File: config.mk
export PLATFORM = sky130hd
export DESIGN_NAME = uart_tx_packer
export DESIGN_NICKNAME = d
export VERILOG_FILES = /design/src/rtl/uart_pkg.sv /design/src/rtl/uart_pkt_slot.sv /design/src/rtl/uart_tx_packer.sv
export SDC_FILE = /design/constraint.sdc
export NUM_CORES = 1
export LEC_CHECK = 0
export ABC_AREA = 1
export BUFFER_PORTS_ARGS = -buffer_cell sky130_fd_sc_hd__buf_4
export CAP_MARGIN = 10
export CORE_ASPECT_RATIO = 1.5
export CORE_MARGIN = 2
export CORE_UTILIZATION = 40
export CTS_CLUSTER_DIAMETER = 150
export DETAILED_ROUTE_END_ITERATION = 8
export GPL_TIMING_DRIVEN = 1
export HOLD_SLACK_MARGIN = 0.06
export PLACE_DENSITY = 0.67
export SLEW_MARGIN = 20
export SYNTH_ARGS = -nofsm -noshare
export SYNTH_HDL_FRONTEND = slang
export SYNTH_SLANG_ARGS = --single-unit
File: constraint.sdc
create_clock -name i_CLK -period 1.4 [get_ports i_CLK]
set_clock_uncertainty 0.15 [all_clocks]
set_input_delay 0.28 -clock i_CLK [delete_from_list [all_inputs] [get_ports i_CLK]]
set_output_delay 0.28 -clock i_CLK [all_outputs]
set_load 0.1 [all_outputs]
File: src/rtl/uart_pkg.sv
// Shared constants for the UART transmit packer: frame headers, frame width,
// output-register state encoding and the frame formatting helpers.
package uart_pkg;

    localparam int FRAME_W = 56;

    localparam logic [7:0] HDR_ADS     = 8'hAA;
    localparam logic [7:0] HDR_MPR     = 8'hBB;
    localparam logic [7:0] HDR_REG_ADS = 8'h61;
    localparam logic [7:0] HDR_REG_MPR = 8'h6D;
    localparam logic [7:0] HDR_CMD_R   = 8'h52;
    localparam logic [7:0] HDR_CMD_S   = 8'h53;

    typedef enum logic {
        OUT_EMPTY = 1'b0,
        OUT_FULL  = 1'b1
    } out_state_e;

    function automatic logic [FRAME_W-1:0] fmt_ads(input logic [47:0] ads);
        return {HDR_ADS, ads};
    endfunction

    function automatic logic [FRAME_W-1:0] fmt_mpr(input logic [23:0] mpr);
        return {24'h0, HDR_MPR, mpr};
    endfunction

    // Register response is {addr, data}; src selects which sensor answered.
    function automatic logic [FRAME_W-1:0] fmt_reg(input logic [15:0] resp,
                                                   input logic        src);
        return {24'h0, (src ? HDR_REG_MPR : HDR_REG_ADS), resp, 8'h00};
    endfunction

endpackage

File: src/rtl/uart_pkt_slot.sv
// One-entry frame buffer with full flag, write/drain handshake and an optional
// saturating drop counter (built only when UART_PKT_DROP_CNT_EN is defined).
module uart_pkt_slot
    import uart_pkg::*;
#(
    parameter int DROP_CNT_W = 8
) (
    input  logic                  i_CLK,
    input  logic                  i_RST,
    input  logic                  i_wr,
    input  logic [FRAME_W-1:0]    i_wr_frame,
    input  logic                  i_drain,
    output logic                  o_full,
    output logic [FRAME_W-1:0]    o_frame,
    output logic [DROP_CNT_W-1:0] o_drop_cnt
);

    logic               full_q, full_d;
    logic [FRAME_W-1:0] frame_q, frame_d;
    logic               wr_accept;
    logic               wr_drop;

    // A write lands when the slot is empty or is being emptied on this same edge.
    assign wr_accept = i_wr && (!full_q || i_drain);
    assign wr_drop   = i_wr && full_q && !i_drain;

    always_comb begin
        full_d  = full_q;
        frame_d = frame_q;
        if (wr_accept) begin
            full_d  = 1'b1;
            frame_d = i_wr_frame;
        end else if (i_drain) begin
            full_d = 1'b0;
        end
    end

    always_ff @(posedge i_CLK) begin
        if (i_RST) begin
            full_q  <= 1'b0;
            frame_q <= '0;
        end else begin
            full_q  <= full_d;
            frame_q <= frame_d;
        end
    end

    assign o_full  = full_q;
    assign o_frame = frame_q;

`ifdef UART_PKT_DROP_CNT_EN
    logic [DROP_CNT_W-1:0] drop_cnt_q, drop_cnt_d;

    always_comb begin
        drop_cnt_d = drop_cnt_q;
        if (wr_drop && (drop_cnt_q != {DROP_CNT_W{1'b1}})) begin
            drop_cnt_d = drop_cnt_q + 1'b1;
        end
    end

    always_ff @(posedge i_CLK) begin
        if (i_RST) begin
            drop_cnt_q <= '0;
        end else begin
            drop_cnt_q <= drop_cnt_d;
        end
    end

    assign o_drop_cnt = drop_cnt_q;
`else
    logic unused_drop;
    assign unused_drop = wr_drop;
    assign o_drop_cnt  = '0;
`endif

endmodule

File: src/rtl/uart_tx_packer.sv
// Frames ADS, MPR and register-response words and arbitrates them (REG > ADS > MPR)
// onto the uart_controller transmit port. Drop counters need UART_PKT_DROP_CNT_EN.
module uart_tx_packer
    import uart_pkg::*;
#(
    parameter int DROP_CNT_W = 8
) (
    input  logic                  i_CLK,
    input  logic                  i_RST,
    input  logic                  i_RUN,
    input  logic [47:0]           i_ADS_DATA,
    input  logic                  i_ADS_DATA_VALID,
    input  logic [23:0]           i_MPR_DATA,
    input  logic                  i_MPR_DATA_VALID,
    input  logic [15:0]           i_REG_RESP,
    input  logic                  i_REG_RESP_SRC,
    input  logic                  i_REG_RESP_VALID,
    output logic [FRAME_W-1:0]    o_UART_DATA_TX,
    output logic                  o_UART_DATA_TX_VALID,
    input  logic                  i_UART_DATA_TX_READY,
    output logic [DROP_CNT_W-1:0] o_ADS_DROP_CNT,
    output logic [DROP_CNT_W-1:0] o_MPR_DROP_CNT,
    output logic [DROP_CNT_W-1:0] o_REG_DROP_CNT,
    output out_state_e            o_DBG_STATE
);

    // Handshake: a frame transfers on any edge where VALID and READY are both high;
    // VALID and the frame stay constant until then, and VALID is low for at least
    // one cycle between frames.

    logic               reg_full, ads_full, mpr_full;
    logic [FRAME_W-1:0] reg_frame, ads_frame, mpr_frame;
    logic               reg_drain, ads_drain, mpr_drain;

    out_state_e         state_q, state_d;
    logic [FRAME_W-1:0] data_q, data_d;

    uart_pkt_slot #(.DROP_CNT_W(DROP_CNT_W)) u_reg_slot (
        .i_CLK      (i_CLK),
        .i_RST      (i_RST),
        .i_wr       (i_REG_RESP_VALID),
        .i_wr_frame (fmt_reg(i_REG_RESP, i_REG_RESP_SRC)),
        .i_drain    (reg_drain),
        .o_full     (reg_full),
        .o_frame    (reg_frame),
        .o_drop_cnt (o_REG_DROP_CNT)
    );

    uart_pkt_slot #(.DROP_CNT_W(DROP_CNT_W)) u_ads_slot (
        .i_CLK      (i_CLK),
        .i_RST      (i_RST),
        .i_wr       (i_ADS_DATA_VALID && i_RUN),
        .i_wr_frame (fmt_ads(i_ADS_DATA)),
        .i_drain    (ads_drain),
        .o_full     (ads_full),
        .o_frame    (ads_frame),
        .o_drop_cnt (o_ADS_DROP_CNT)
    );

    uart_pkt_slot #(.DROP_CNT_W(DROP_CNT_W)) u_mpr_slot (
        .i_CLK      (i_CLK),
        .i_RST      (i_RST),
        .i_wr       (i_MPR_DATA_VALID && i_RUN),
        .i_wr_frame (fmt_mpr(i_MPR_DATA)),
        .i_drain    (mpr_drain),
        .o_full     (mpr_full),
        .o_frame    (mpr_frame),
        .o_drop_cnt (o_MPR_DROP_CNT)
    );

    always_comb begin
        state_d   = state_q;
        data_d    = data_q;
        reg_drain = 1'b0;
        ads_drain = 1'b0;
        mpr_drain = 1'b0;
        case (state_q)
            OUT_EMPTY: begin
                if (reg_full) begin
                    reg_drain = 1'b1;
                    data_d    = reg_frame;
                    state_d   = OUT_FULL;
                end else if (ads_full) begin
                    ads_drain = 1'b1;
                    data_d    = ads_frame;
                    state_d   = OUT_FULL;
                end else if (mpr_full) begin
                    mpr_drain = 1'b1;
                    data_d    = mpr_frame;
                    state_d   = OUT_FULL;
                end
            end
            OUT_FULL: begin
                if (i_UART_DATA_TX_READY) begin
                    state_d = OUT_EMPTY;
                end
            end
            default: state_d = OUT_EMPTY;
        endcase
    end

    always_ff @(posedge i_CLK) begin
        if (i_RST) begin
            state_q <= OUT_EMPTY;
            data_q  <= '0;
        end else begin
            state_q <= state_d;
            data_q  <= data_d;
        end
    end

    assign o_UART_DATA_TX       = data_q;
    assign o_UART_DATA_TX_VALID = (state_q == OUT_FULL);
    assign o_DBG_STATE          = state_q;

endmodule

**After elaboration in Yosys (flattened, before gate mapping)**

Index checks and enable logic that the tools add are counted.

- Memories kept: 0
- Word-level logic and storage cells: 48
- Memory bits (writable): 0
- Output and inout port bits: 82
- Latch bits: 0
- Memory bits (read-only): 0
- Register bits: 158

- Multiplexer cells: 23
- Shifts and indexed selects: 0
- Bitwise operators: 1
- Multipliers: 0
- Add/sub/neg operators: 0
- $lt $le $gt $ge: 0
- Eq/ne operators: 0
- Divide/modulo/power cells: 0
- Reduce and logical (&&, ||, !) cells: 16

Operator list:

| kind | number |
|---|---|
| 56-bit two-way mux | 3 |
| 1-bit two-way mux | 18 |
| 2-bit nonzero test | 3 |
| 1-bit logical AND | 5 |
| 4-bit two-way mux | 1 |
| 1-bit logical NOT | 3 |
| 1-bit logical OR | 3 |
| 3-bit nonzero test | 1 |
| 1-bit one-hot mux with 2 select lines | 1 |
| 2-bit AND reduction | 1 |
| 1-bit inverter | 1 |

**Logic depth before layout (Yosys ltp)**

Gate-level depths: netlist (run 1).

- Word-level depth: 7
- Depth in mapped cells: 8
- Mapped depth without buffers: 7

**Modules after synthesis**

From an unflattened synthesis (run 1), not the netlist that was laid out.

- Cells, all modules: 1,779
- Area, all modules: 11,798.8 um^2

Modules (own cells, without submodules):

| module | instances | cells each | area an instance (um^2) |
|---|---|---|---|
| uart_pkt_slot | 3 | 382 | 2,707.6 |
| uart_tx_packer | 1 | 633 | 3,676.0 |

**Worst setup path after synthesis (run 1)**

OpenSTA, ideal clock, no wires.

- Kind: flip-flop to flip-flop
- From: reg state_q (netlist: o_DBG_STATE)
- To: reg u_ads_slot.frame_q[28] (netlist: u_ads_slot.o_frame[28])
- Path slack: -0.620 ns
- Cell stages (with the launch flop): 8
- Arrival: 1.755 ns
- Path buffers: 2
- Data required time: 1.134 ns
- Path through: dfxtp_1 -> o21ai_1 -> nand2_2 -> inv_2 -> buf_4 -> buf_4 -> nor2_1 -> nor2_1

- Cells in the longest elaborated chain, start to end: 3

Ends and longest elaborated chain:

| item | RTL line | text |
|---|---|---|
| start: declaration | uart_tx_packer.sv:35 | `out_state_e state_q, state_d;` |
| start signal: assignment | uart_tx_packer.sv:107 | `state_q <= state_d;` |
| 1-bit two-way mux | uart_tx_packer.sv:77 | `case (state_q)` |
| 1-bit logical OR | uart_pkt_slot.sv:24 | `assign wr_accept = i_wr && (!full_q \|\| i_drain);` |
| 1-bit logical AND | uart_pkt_slot.sv:24 |  |
| end signal: assignment | uart_pkt_slot.sv:44 | `frame_q <= frame_d;` |
| end: declaration | uart_pkt_slot.sv:19 | `logic [FRAME_W-1:0] frame_q, frame_d;` |

No other way between the ends.
A chain may end at the register's enable or synchronous reset.

**Final worst setup path (run 1)**

- From: reg state_q (netlist: o_DBG_STATE)
- To: out o_DBG_STATE

RTL lines:

| item | RTL line | text |
|---|---|---|
| end: declaration | uart_tx_packer.sv:24 | `output out_state_e o_DBG_STATE` |

No word-level cell between the ends.

==> results of run 1 <==
[Yosys cell counts]
cell type  instances
conb_1             1
clkbuf_1          15
nand2_1          232
dfxtp_1          145
o21ai_0           60
nand2_2            2
buf_4             40
o21ai_1            7
buf_2             28
inv_1             62
buf_6              1
buf_1              3
nor2_4             1
clkbuf_2           2
nor2_1           262
inv_2              3
a21oi_1           28
nand3_1           43
[flip-flops by register name, summed over array words and instances, names as in the netlist]
name	count
o_UART_DATA_TX	49
u_mpr_slot.o_full	1
u_reg_slot.o_frame	18
u_ads_slot.o_full	1
u_ads_slot.o_frame	49
u_reg_slot.o_full	1
u_mpr_slot.o_frame	25
o_DBG_STATE	1
[through the flow]
stage	setup slack [ns]	instance area, µm²
global route	-0.1546	11160
global placement	-0.01089	7740
detailed placement	-0.05107	7740
finish	-0.1198	11160
floorplan	-0.01387	6440
CTS	-0.1302	9991
[critical path: stages, from the launching register on]
cell	delay, ns
dfxtp_4	0.37
buf_6	0.13
buf_12	0.17
[worst max-delay path by stage]
stage	start	to	depth (start not counted)
2_1_floorplan	o_DBG_STATE$_SDFF_PP0_	u_ads_slot.o_frame[28]$_SDFFE_PP0P_	7
3_3_place_gp	u_reg_slot.o_full$_SDFFE_PP0P_	o_UART_DATA_TX[7]$_SDFFE_PP0P_	7
3_5_place_dp	u_reg_slot.o_full$_SDFFE_PP0P_	u_ads_slot.o_frame[28]$_SDFFE_PP0P_	6
4_1_cts	o_DBG_STATE$_SDFF_PP0_	o_DBG_STATE	2
5_1_grt	u_reg_slot.o_full$_SDFFE_PP0P_	o_UART_DATA_TX[38]$_SDFFE_PP0P_	8
6_report	o_DBG_STATE$_SDFF_PP0_	o_DBG_STATE	2
[cell families (layout without fill, tap and decap cells)]
| kind of cell | Yosys count | in the layout | synth area share (%) |
|---|---|---|---|
| other | 1 | 28 | 0.06001 |
| DFF | 145 | 145 | 46.46 |
| AOI/OAI and AO/OA | 95 | 95 | 7.609 |
| and+or+nand+nor | 540 | 540 | 33.50 |
| buffers and inverters | 154 | 413 | 12.37 |
[timing repair]
item,in CTS,in global routing
hold buffers,93,0
pin swaps,1,50
endpoints found under the setup margin,121,181
gates resized for setup,189,208
setup buffers,6,17
hold endpoints to repair,95,0
cloned,1,16
[metal layers]
layer,GRT usage [%],part of all wire [%],up-vias
met1,24.75,38,3093
li1,-,-,3339
met4,9.148,3.6,0
met5,0,0,-
met3,3.478,4.1,59
met2,41.90,55,254
[power by group]
part           leakage (nW)  internal [mW]  switching [mW]
sequential             1.22           4.55           0.338
clock                 0.286           2.80            1.70
combinational          3.69           2.06            3.10
[final cells by class]
type,count,area [µm²],share of cell area (%)
Clock inverter,8,103.9,0.9304
Sequential cell,145,2995,26.84
Timing Repair Buffer,319,3887,34.83
Inverter,65,259.0,2.320
Clock buffer,21,481.7,4.316
Multi-Input combinational cell,663,3181,28.49
Tap cell,203,254.0,2.276
==> summary.md, run 1 <==
• 0.6806 mV — peak ir drop on the vdd network
• 0.7829 — placer congestion estimate
• 5.199 nW — Lkg Pwr
• 6172 — number of global-route vias before repair
• 42 — pin count of the biggest net entering global routing
• dfxtp_1 — leading area contributor after synthesis
• -3.558 ns — TNS Setup
• i_RST — origin of the worst min-delay path
• 145 — Num Clock Sinks
• flip-flop to primary output — critical setup path kind
• 78.64% — Area Overhead vs Synth
• 0 — diode count
• 46.46% — Yosys top cell area share
• 46.46% — register area share after synthesis
• 106.1 µm — die width
• input port to flip-flop — path type of the worst min-delay path
• 72.08% — core utilization of the finished layout
• u_ads_slot.o_frame[23]$_SDFFE_PP0P_ — r2r endpoint
• 22.27% — GRT Total Usage
• 75 — final setup violation count
• yes — setup repair after global routing missed its margin
• setup timing — failing checks
• 56 — Placement Rows
• nor2_1 — most common cell after layout, fill and taps aside
• u_reg_slot.o_full$_SDFFE_PP0P_ — r2r startpoint
• 1.09 ns — Arr. time, crit path
• 6.683 µm² — mean area per synthesized cell
• 0.08323 ns — final hold slack
• 11350 µm — final HPWL from detailed placement
• clkbuf_16 — root buf cell
• 18 — Cell variety after synth
• 3 — maximum fanout count along the critical path
• 15480 µm² — area of the placeable core
• dfxtp_1 46%, nor2_1 16%, nand2_1 14% — cell types with the largest area share after synthesis
• 1424 — fin cells
• 0 — final-report max-slew violation count
• 1263 — Placed Instances
• 178 — num ports
• 1.520 ns — fin crit period
• 4.737 — routed via count divided by cell count
• 0 — max-capacitance violation count
• 1307 — number of nets in the finished design
• 6745 — total via count in the routed design
• 1096 — layout filler cell count
• 21350 µm — drt total wl
• 0 — global-route congestion overflow total
• 4 — CTS H-Tree Depth
• primary output — critical path endpoint category
• 0.41 ns — clock latency on the worst-skew pair
• 6 — Worst R2R Path Depth
• 29380 µm — wire length of the first global-routing pass
• 1304 nW/µm² — power density over cell area
• 14.55 mW — Power Total
• 240 x nor2_1, 174 x nand2_1, 121 x buf_4 — most used cells in the layout excluding fill and tap cells
• 17 — TritonCTS buffer count
• 40.35% — initial core utilization
• 5 — Pre-Repair DR Iteration Count
• 0 — DRC violations left
• flip-flop — type of element launching the critical path
• 0.06 ns — clock transition time at the flip-flop clock pins of the worst setup and hold paths
• 414 — Detailed Route Iter0 Violations
• 2 — Longest Clk Path Bufs
• 3 — number of stages on the worst hold path
• 6248 µm² — area of the mapped netlist
• 0 — Final Hold Fails
• -0.1198 ns — final setup slack of the worst path
• u_ads_slot.o_full$_SDFFE_PP0P_ — Hold Path Sink
• 0.97 ns — WP data required
• 14.99 µm — average wire per standard cell
• 0 — Synth warnings
• 34.97% — proportion of layout cells with a drive suffix above 1
• complete, but fails checks — run status
• 108.6% — Final Cycle Share
• 935 — Syn Inst Count
• 149 — count of input and output buffers
• 157.1 µm — floorplan die height
• 0 — residual antenna-violating net count after detailed routing
• 145 — number of flip-flops and latches in the synthesized netlist
• -0.11 ns — Worst R2R Setup Slack
• done — CTS tree
• 16660 µm² — Die Outline Area
• 0.6580 GHz — Max Clock Freq
• 0 — initial antenna violation count
Power figures use the tool's default switching activity.
==> inputs of run 2 (changes only) <==
ABC_AREA = unset   (was 1)
PLACE_DENSITY = unset   (was 0.67)
clock period = 2 ns   (was 1.4 ns; I/O delays follow)
==> run 2 against run 1 <==
- the flow now finishes without violations
- worst setup slack improved by 0.22 ns
- first-iteration DRC count down 64%
- cell count down 29%
- via count is 25% lower
- die area decreased by 4.6%
- wire length down 27%
- synthesized area fell by 4.8%
- sequential share of layout area rose by 9.7 points
- largest cell class is now registers
==> summary.md, run 2 <==
• finished, final reports clean — run status
• 145 — Num Clock Sinks, unchanged
• o_UART_DATA_TX[22]$_SDFFE_PP0P_ — r2r endpoint
• 0.40 ns — clock latency on the worst-skew pair, about the same
• 0.7311 — placer congestion estimate, -6.6%
• 948.0 nW/µm² — power density over cell area, -27%
• 29.01% — net switching fraction of the power, -6.3 points
• 41.7% — sequential cell fraction of total power, +8.1 points
• no — setup repair after global routing missed its margin
• 0 ns — TNS Setup, +3.558 ns
• clkbuf_16 — root buf cell
• 963 — Placed Instances, -24%
• 48.79% — Yosys top cell area share, +2.3 points
• flip-flop to primary output — critical setup path kind
• 26.22% — proportion of layout cells with a drive suffix above 1, -8.8 points
• 3.302 nW — Lkg Pwr, -36%
• 18 — maximum fanout count along the critical path, +15
• buf_6, buf_6 — series of cell instances along the critical path
• 0 — Synth warnings, unchanged
• 0.5261 GHz — Max Clock Freq
• 1.35 ns — Arr. time, crit path, +0.26 ns
• 5949 µm² — area of the mapped netlist, -4.8%
• dfxtp_1 — leading area contributor after synthesis
• buf_6 — most frequent cell on the critical path
• dfxtp_1 — Top FF cell, synth
• nand2_1 — most common cell after layout, fill and taps aside
• 171 x nand2_1, 164 x buf_4, 142 x dfxtp_1 — most used cells in the layout excluding fill and tap cells
• 0 — global-route congestion overflow total, unchanged
• 903 — number of nets in the finished design, -31%
• 150 — Detailed Route Iter0 Violations, -64%
• 95.04% — Final Cycle Share
• 4985 — number of global-route vias before repair, -19%
• 0.4976 mV — peak ir drop on the vdd network, -27%
• 0% — asr flop ratio synth, unchanged
• 0.9200 ns — actual slew at the worst max-slew pin
• 103.6 µm — die width, -2.3%
• 0.09913 ns — final setup slack of the worst path, +0.2190 ns
• 4.949 — routed via count divided by cell count, +4.5%
• 171 x nand2_1, 145 x dfxtp_1, 72 x mux2i_1 — leading cell types by count after synthesis
• 9.097 µm² — mean area per synthesized cell, +36%
• 0 — residual antenna-violating net count after detailed routing, unchanged
• 0 — Final Hold Fails, unchanged
• 33.67% — Area Overhead vs Synth
• 3 — Worst R2R Path Depth, -3
• o_DBG_STATE$_SDFF_PP0_ — critical path launch point
• 1016 — fin cells, -29%
• 0.19 ns — Worst R2R Setup Slack, +0.30 ns
• 48.79% — register area share after synthesis, +2.3 points
• 19.61% — GRT Total Usage, -2.7 points
• 1.45 ns — WP data required, +0.48 ns
• 1365 — layout filler cell count, +25%
• 0.06 ns — clock transition time at the flip-flop clock pins of the worst setup and hold paths, about the same
• flip-flop — type of element launching the critical path
• 50 — pin count of the biggest net entering global routing, +19%
• 39 — Cell variety after synth, +21
• 0 — diode count, unchanged
• 25120 µm — wire length of the first global-routing pass, -15%
• 0 — initial antenna violation count, unchanged
• primary output — critical path endpoint category
• nand2_1 — most common cell in the netlist
• dfxtp_1 49%, mux2i_1 12%, nand2_1 11% — cell types with the largest area share after synthesis
• u_reg_slot.o_full$_SDFFE_PP0P_ — r2r startpoint
• 17.8% — part of the power in combinational logic, -18 points
• 654 — Syn Inst Count, -30%
• 0.48 ns — maximum single-stage delay on the critical path, +0.11 ns
• u_mpr_slot.o_frame[22]$_SDFFE_PP0P_ — Hold Path Sink
• 0 — number of synthesized flops with an enable pin, unchanged
• 40.5% — part of the power in the clock network, +9.6 points
• 153.4 µm — floorplan die height, -2.4%
• 0 — final setup violation count, -100%
• input port to flip-flop — path type of the worst min-delay path
• 0.08745 ns — pre-CTS worst setup slack, +0.1385 ns
• 54 — Placement Rows, -3.6%
• 15550 µm — drt total wl, -27%
• 2 — number of stages on the worst hold path, -1
• done — CTS tree
• 149 — count of input and output buffers, unchanged
• dfxtp_4 — cell at the slowest stage of the critical path
• 40.96% — initial core utilization, +0.60 points
• 5.352 mW — cell-internal power, -43%
• 15880 µm² — Die Outline Area, -4.6%
• 0 — max-capacitance violation count, unchanged
• 145 — number of flip-flops and latches in the synthesized netlist, unchanged
• 15.31 µm — average wire per standard cell, +2.1%
• 2.187 mW — net switching power of the design, -57%
• 2 — Longest Clk Path Bufs, unchanged
• 178 — num ports, unchanged
• i_MPR_DATA[22] — origin of the worst min-delay path
• 1.901 ns — fin crit period
• 10950 µm — final HPWL from detailed placement, -3.6%
• 17 — TritonCTS buffer count, unchanged
• 38.30% — Worst slew margin
• 5028 — total via count in the routed design, -25%
• 4 — CTS H-Tree Depth, unchanged
• 0 — DRC violations left, unchanged
• 14530 µm² — area of the placeable core, -6.2%
• 5 — Pre-Repair DR Iteration Count, unchanged
• 0 — final-report max-slew violation count, unchanged
-- run 2: power by group through the flow --
stage / clock, mW / combinational (mW) / sequential (mW)
6_report: 3.05 / 1.34 / 3.14
5_1_grt: 3.27 / 1.42 / 3.16
4_1_cts: 3.12 / 1.34 / 3.14
3_5_place_dp: 0 / 1.30 / 3.21
3_3_place_gp: 0 / 1.28 / 3.20
2_1_floorplan: 0 / 0.742 / 3.44
-- run 2: layout make-up --
cell class	instances	area, µm²	area share (%)
Multi-Input combinational cell	450	2671	33.59
Sequential cell	145	2909	36.58
Tap cell	196	245.2	3.084
Timing Repair Buffer	191	1545	19.43
Clock buffer	23	467.9	5.884
Clock inverter	9	106.4	1.337
Inverter	2	7.507	0.09440
-- run 2: cells by family after synthesis --
family                 count (synthesis)  synth area share [%]
AOI/OAI and AO/OA                    152                 16.38
buffers and inverters                 86                 8.538
DFF                                  145                 48.79
muxes                                 73                 12.30
other                                  1               0.06303
and+or+nand+nor                      197                 13.92
-- run 2: worst max-delay path: cells and delay by family (launching register included) --
kind / cells / cell delay, ns
buffers and inverters: 2 / 0.47
flip-flops: 1 / 0.48
-- run 2: stage by stage --
stage	util (%)	area (µm²)	hold slack, ns	total power, mW
CTS	54.40	7903	0.06023	7.602
global placement	49.24	7153	0.2856	4.486
global route	54.75	7953	0.06492	7.856
detailed placement	49.24	7153	0.2910	4.507
finish	54.75	7953	0.07265	7.539
floorplan	-	6055	0.2672	4.179
-- run 2: worst max-delay path by stage --
stage	endpoint
floorplan	o_UART_DATA_TX[51]
global placement	o_UART_DATA_TX[23]$_SDFFE_PP0P_
detailed placement	o_UART_DATA_TX[23]$_SDFFE_PP0P_
CTS	o_DBG_STATE
global route	o_DBG_STATE
finish	o_DBG_STATE
-- run 2: metal layers --
metal  track usage (%)  vias up  part of all wire [%]
met4             5.985        0                   1.2
li1                  -     2492                     -
met3             5.245       11                   4.4
met5                 0        -                     0
met1             22.26     2403                    41
met2             35.76      122                    53
-- run 2: what timing repair did --
item,4_1_cts,5_1_grt
endpoints found under the hold margin,16,4
hold buffers,16,4
gates resized for setup,2,2
setup endpoints to repair,2,6
setup buffers,1,0
cloned,0,0
pin swaps,0,0
==> inputs of run 3 (changes only) <==
RECOVER_POWER = 25   (was unset)
SYNTH_HIERARCHICAL = 1   (was unset)
==> run 3 against run 2 <==
- power up 62%
- wire length up 61%
- highest routed layer unchanged
- cell count up 70%
- clock-buffer cell count up 9
- global-route usage down 2.9 points
- die area up 83%
- maximum frequency up 2.9%
- worst setup slack better by 0.053 ns
- critical path depth up 3
- first-iteration DRC count up 120%
==> summary.md, run 3 <==
• 0.6277 ns — actual slew at the worst max-slew pin, -0.2923 ns
• 207.9 µm — floorplan die height, +36%
• 29090 µm² — Die Outline Area, +83%
• 27220 µm² — area of the placeable core, +87%
• 0.6919 — placer congestion estimate, -5.4%
• 0 — number of buffers inserted to repair setup after CTS, -1
• 0 — diode count, unchanged
• 392 x nand2b_1, 228 x dfxtp_1, 168 x mux2i_1 — leading cell types by count after synthesis
• 11090 µm² — area of the mapped netlist, +86%
• 0 — Final Hold Fails, unchanged
• 12.18 mW — Power Total, +62%
• 0 — DRC violations left, unchanged
• 228 — number of flip-flops and latches in the synthesized netlist, +57%
• 3 — Longest Clk Path Bufs, +1
• 41.17% — Yosys top cell area share, -7.6 points
• 52.48% — core utilization of the finished layout, -2.3 points
• 6.125 nW — Lkg Pwr, +85%
• 16.35% — proportion of layout cells with a drive suffix above 1, -9.9 points
• 0 — max-capacitance violation count, unchanged
• dfxtp_1 — leading area contributor after synthesis
• 327 — Detailed Route Iter0 Violations, +120%
• 0 ns — TNS Setup, unchanged
• 2.29 ns — WP data required, +0.84 ns
• 392 x nand2b_1, 225 x dfxtp_1, 168 x mux2i_1 — most used cells in the layout excluding fill and tap cells
• 2.13 ns — Arr. time, crit path, +0.78 ns
• 0.5749 mV — peak ir drop on the vdd network, +16%
• 0.2402 ns — pre-CTS worst setup slack, +0.1527 ns
• 40830 µm — wire length of the first global-routing pass, +63%
• clkbuf_4 — cell at the slowest stage of the critical path
• done — CTS tree
• 4.640 — routed via count divided by cell count, -6.2%
• 153 — count of input and output buffers, +2.7%
• no — setup repair after global routing missed its margin
• 1 — CTS H-Tree Depth, -3
• 26 — maximum fanout count along the critical path, +8
• 139.9 µm — die width, +35%
• 14.48 µm — average wire per standard cell, -5.4%
• 0.1518 ns — final setup slack of the worst path, +0.05269 ns
• 58.15% — Worst slew margin, +20 points
• 22 — Cell variety after synth, -44%
• 0.52 ns — maximum single-stage delay on the critical path, +0.04 ns
• 0 — initial antenna violation count, unchanged
• nand2b_1 — most common cell after layout, fill and taps aside
• dfxtp_1 41%, nand2b_1 22%, mux2i_1 15% — cell types with the largest area share after synthesis
• nand2b_1 — most common cell in the netlist
• 92.41% — Final Cycle Share, -2.6 points
• 74 — Placement Rows, +37%
• 1.848 ns — fin crit period, -0.05269 ns
• 14290 µm² — post-layout instance area, +80%
• 0 — residual antenna-violating net count after detailed routing, unchanged
• finished, final reports clean — run status
• flip-flop — type of element launching the critical path
• 0.06 ns — clock transition time at the flip-flop clock pins of the worst setup and hold paths, about the same
• 6 — Synth warnings, +6
• 0 — final setup violation count, unchanged
• 1466 — number of nets in the finished design, +62%
• clkbuf_16 — root buf cell
• 0 — global-route congestion overflow total, unchanged
• 16.75% — GRT Total Usage, -2.9 points
• 10.08 µm² — mean area per synthesized cell, +11%
• 25060 µm — drt total wl, +61%
• 0.5411 GHz — Max Clock Freq, +2.9%
• 228 — Num Clock Sinks, +57%
• 41.17% — register area share after synthesis, -7.6 points
• nor2b_1, inv_2, a21boi_4, clkbuf_4, mux2i_1 — series of cell instances along the critical path
• 24 — TritonCTS buffer count, +7
• flip-flop to flip-flop — critical setup path kind
• 178 — num ports, unchanged
• 0 — final-report max-slew violation count, unchanged
• 7935 — number of global-route vias before repair, +59%
• 1100 — Syn Inst Count, +68%
• 40.72% — initial core utilization, -0.23 points
• 0 — number of synthesized flops with an enable pin, unchanged
• 14660 µm — final HPWL from detailed placement, +34%
• 12580 µm² — DP Area, +76%
• 0.52 ns — clock latency on the worst-skew pair, +0.12 ns
• 111 — pin count of the biggest net entering global routing, +120%
• 8027 — total via count in the routed design, +60%
• 28.87% — Area Overhead vs Synth
• input port to flip-flop — path type of the worst min-delay path
• 852.9 nW/µm² — power density over cell area, -10%
• dfxtp_1 — Top FF cell, synth
• 0% — asr flop ratio synth, unchanged
• flip-flop — critical path endpoint category
• 4 — Pre-Repair DR Iteration Count, -1
[run 3: cell count changes after synthesis, moves of 8 or more]
cell and change:
a211o_1 +56, a21oi_1 -50, a22o_1 -40, a32o_1 +56, buf_12 +12, clkbuf_1 +29, dfxtp_1 +83, mux2i_1 +96
nand2_1 -171, nand2b_1 +391, nor2b_1 +55, o21ai_0 -40, or4_1 -8
[run 3: timing repair]
item	CTS	global route
hold endpoints to repair	91	0
gates resized for setup	0	0
hold buffers	90	0
endpoints found under the setup margin	0	0
[run 3: metal layers]
metal / up-vias / track usage, % / wire [µm]
li1: 4122 / - / -
met1: 3727 / 21.19 / 11280
met2: 150 / 29.66 / 12270
met3: 28 / 2.739 / 1101
met4: 0 / 4.103 / 411
met5: - / 0 / 0
[run 3: logic make-up after synthesis]
logic type             synth area share, %
AO/OA/AOI/OAI                        10.03
buffers and inverters                7.596
flip-flops                           41.17
multiplexers                         15.17
other                               0.1693
AND/OR/NAND/NOR                      25.86
[run 3: final timing paths]
| kind | start | endpoint | slack, ns | depth (start not counted) |
|---|---|---|---|---|
| worst max-delay path | u_reg_slot/o_full$_SDFFE_PP0P_ | u_reg_slot/o_frame[10]$_SDFFE_PP0P_ | 0.15 | 5 |
| worst min register to register | u_mpr_slot/o_frame[37]$_SDFFE_PP0P_ | u_mpr_slot/o_frame[37]$_SDFFE_PP0P_ | 0.32 | 2 |
| worst min-delay path | i_MPR_DATA_VALID | u_mpr_slot/o_full$_SDFFE_PP0P_ | 0.12 | 4 |
| worst max register to register | u_reg_slot/o_full$_SDFFE_PP0P_ | u_reg_slot/o_frame[10]$_SDFFE_PP0P_ | 0.15 | 5 |
[run 3: worst max-delay path, delay by kind of cell (launching register included)]
kind | cells | cell delay [ns]
AO/OA/AOI/OAI | 1 | 0.19
buffers and inverters | 2 | 0.59
flip-flops | 1 | 0.40
multiplexers | 1 | 0.26
AND/OR/NAND/NOR | 1 | 0.17
[run 3: cell type report]
cell class / instances / area [µm²]
fillers: 2546 / 12930
multi-input cells: 849 / 6090
flip-flops and latches: 228 / 4573
repair buffers: 263 / 2354
clock buffers: 32 / 713.2
well taps: 342 / 427.9
clock inverters: 12 / 113.9
inverters: 4 / 15.01
[run 3: through the flow]
stage	hold slack [ns]	instances
floorplan	0.2936	1197
finish	0.1157	1730
global route	0.1374	1730
detailed placement	0.3053	1596
CTS	0.1013	1730
global placement	0.2995	1596
[run 3: report_power, final]
group	total (mW)	switching [mW]	internal [mW]	leakage [nW]
Clock	4.64	1.87	2.76	0.419
Combinational	2.55	1.59	0.955	3.84
Sequential	5.00	0.166	4.83	1.87
Total	12.2	3.63	8.55	6.12
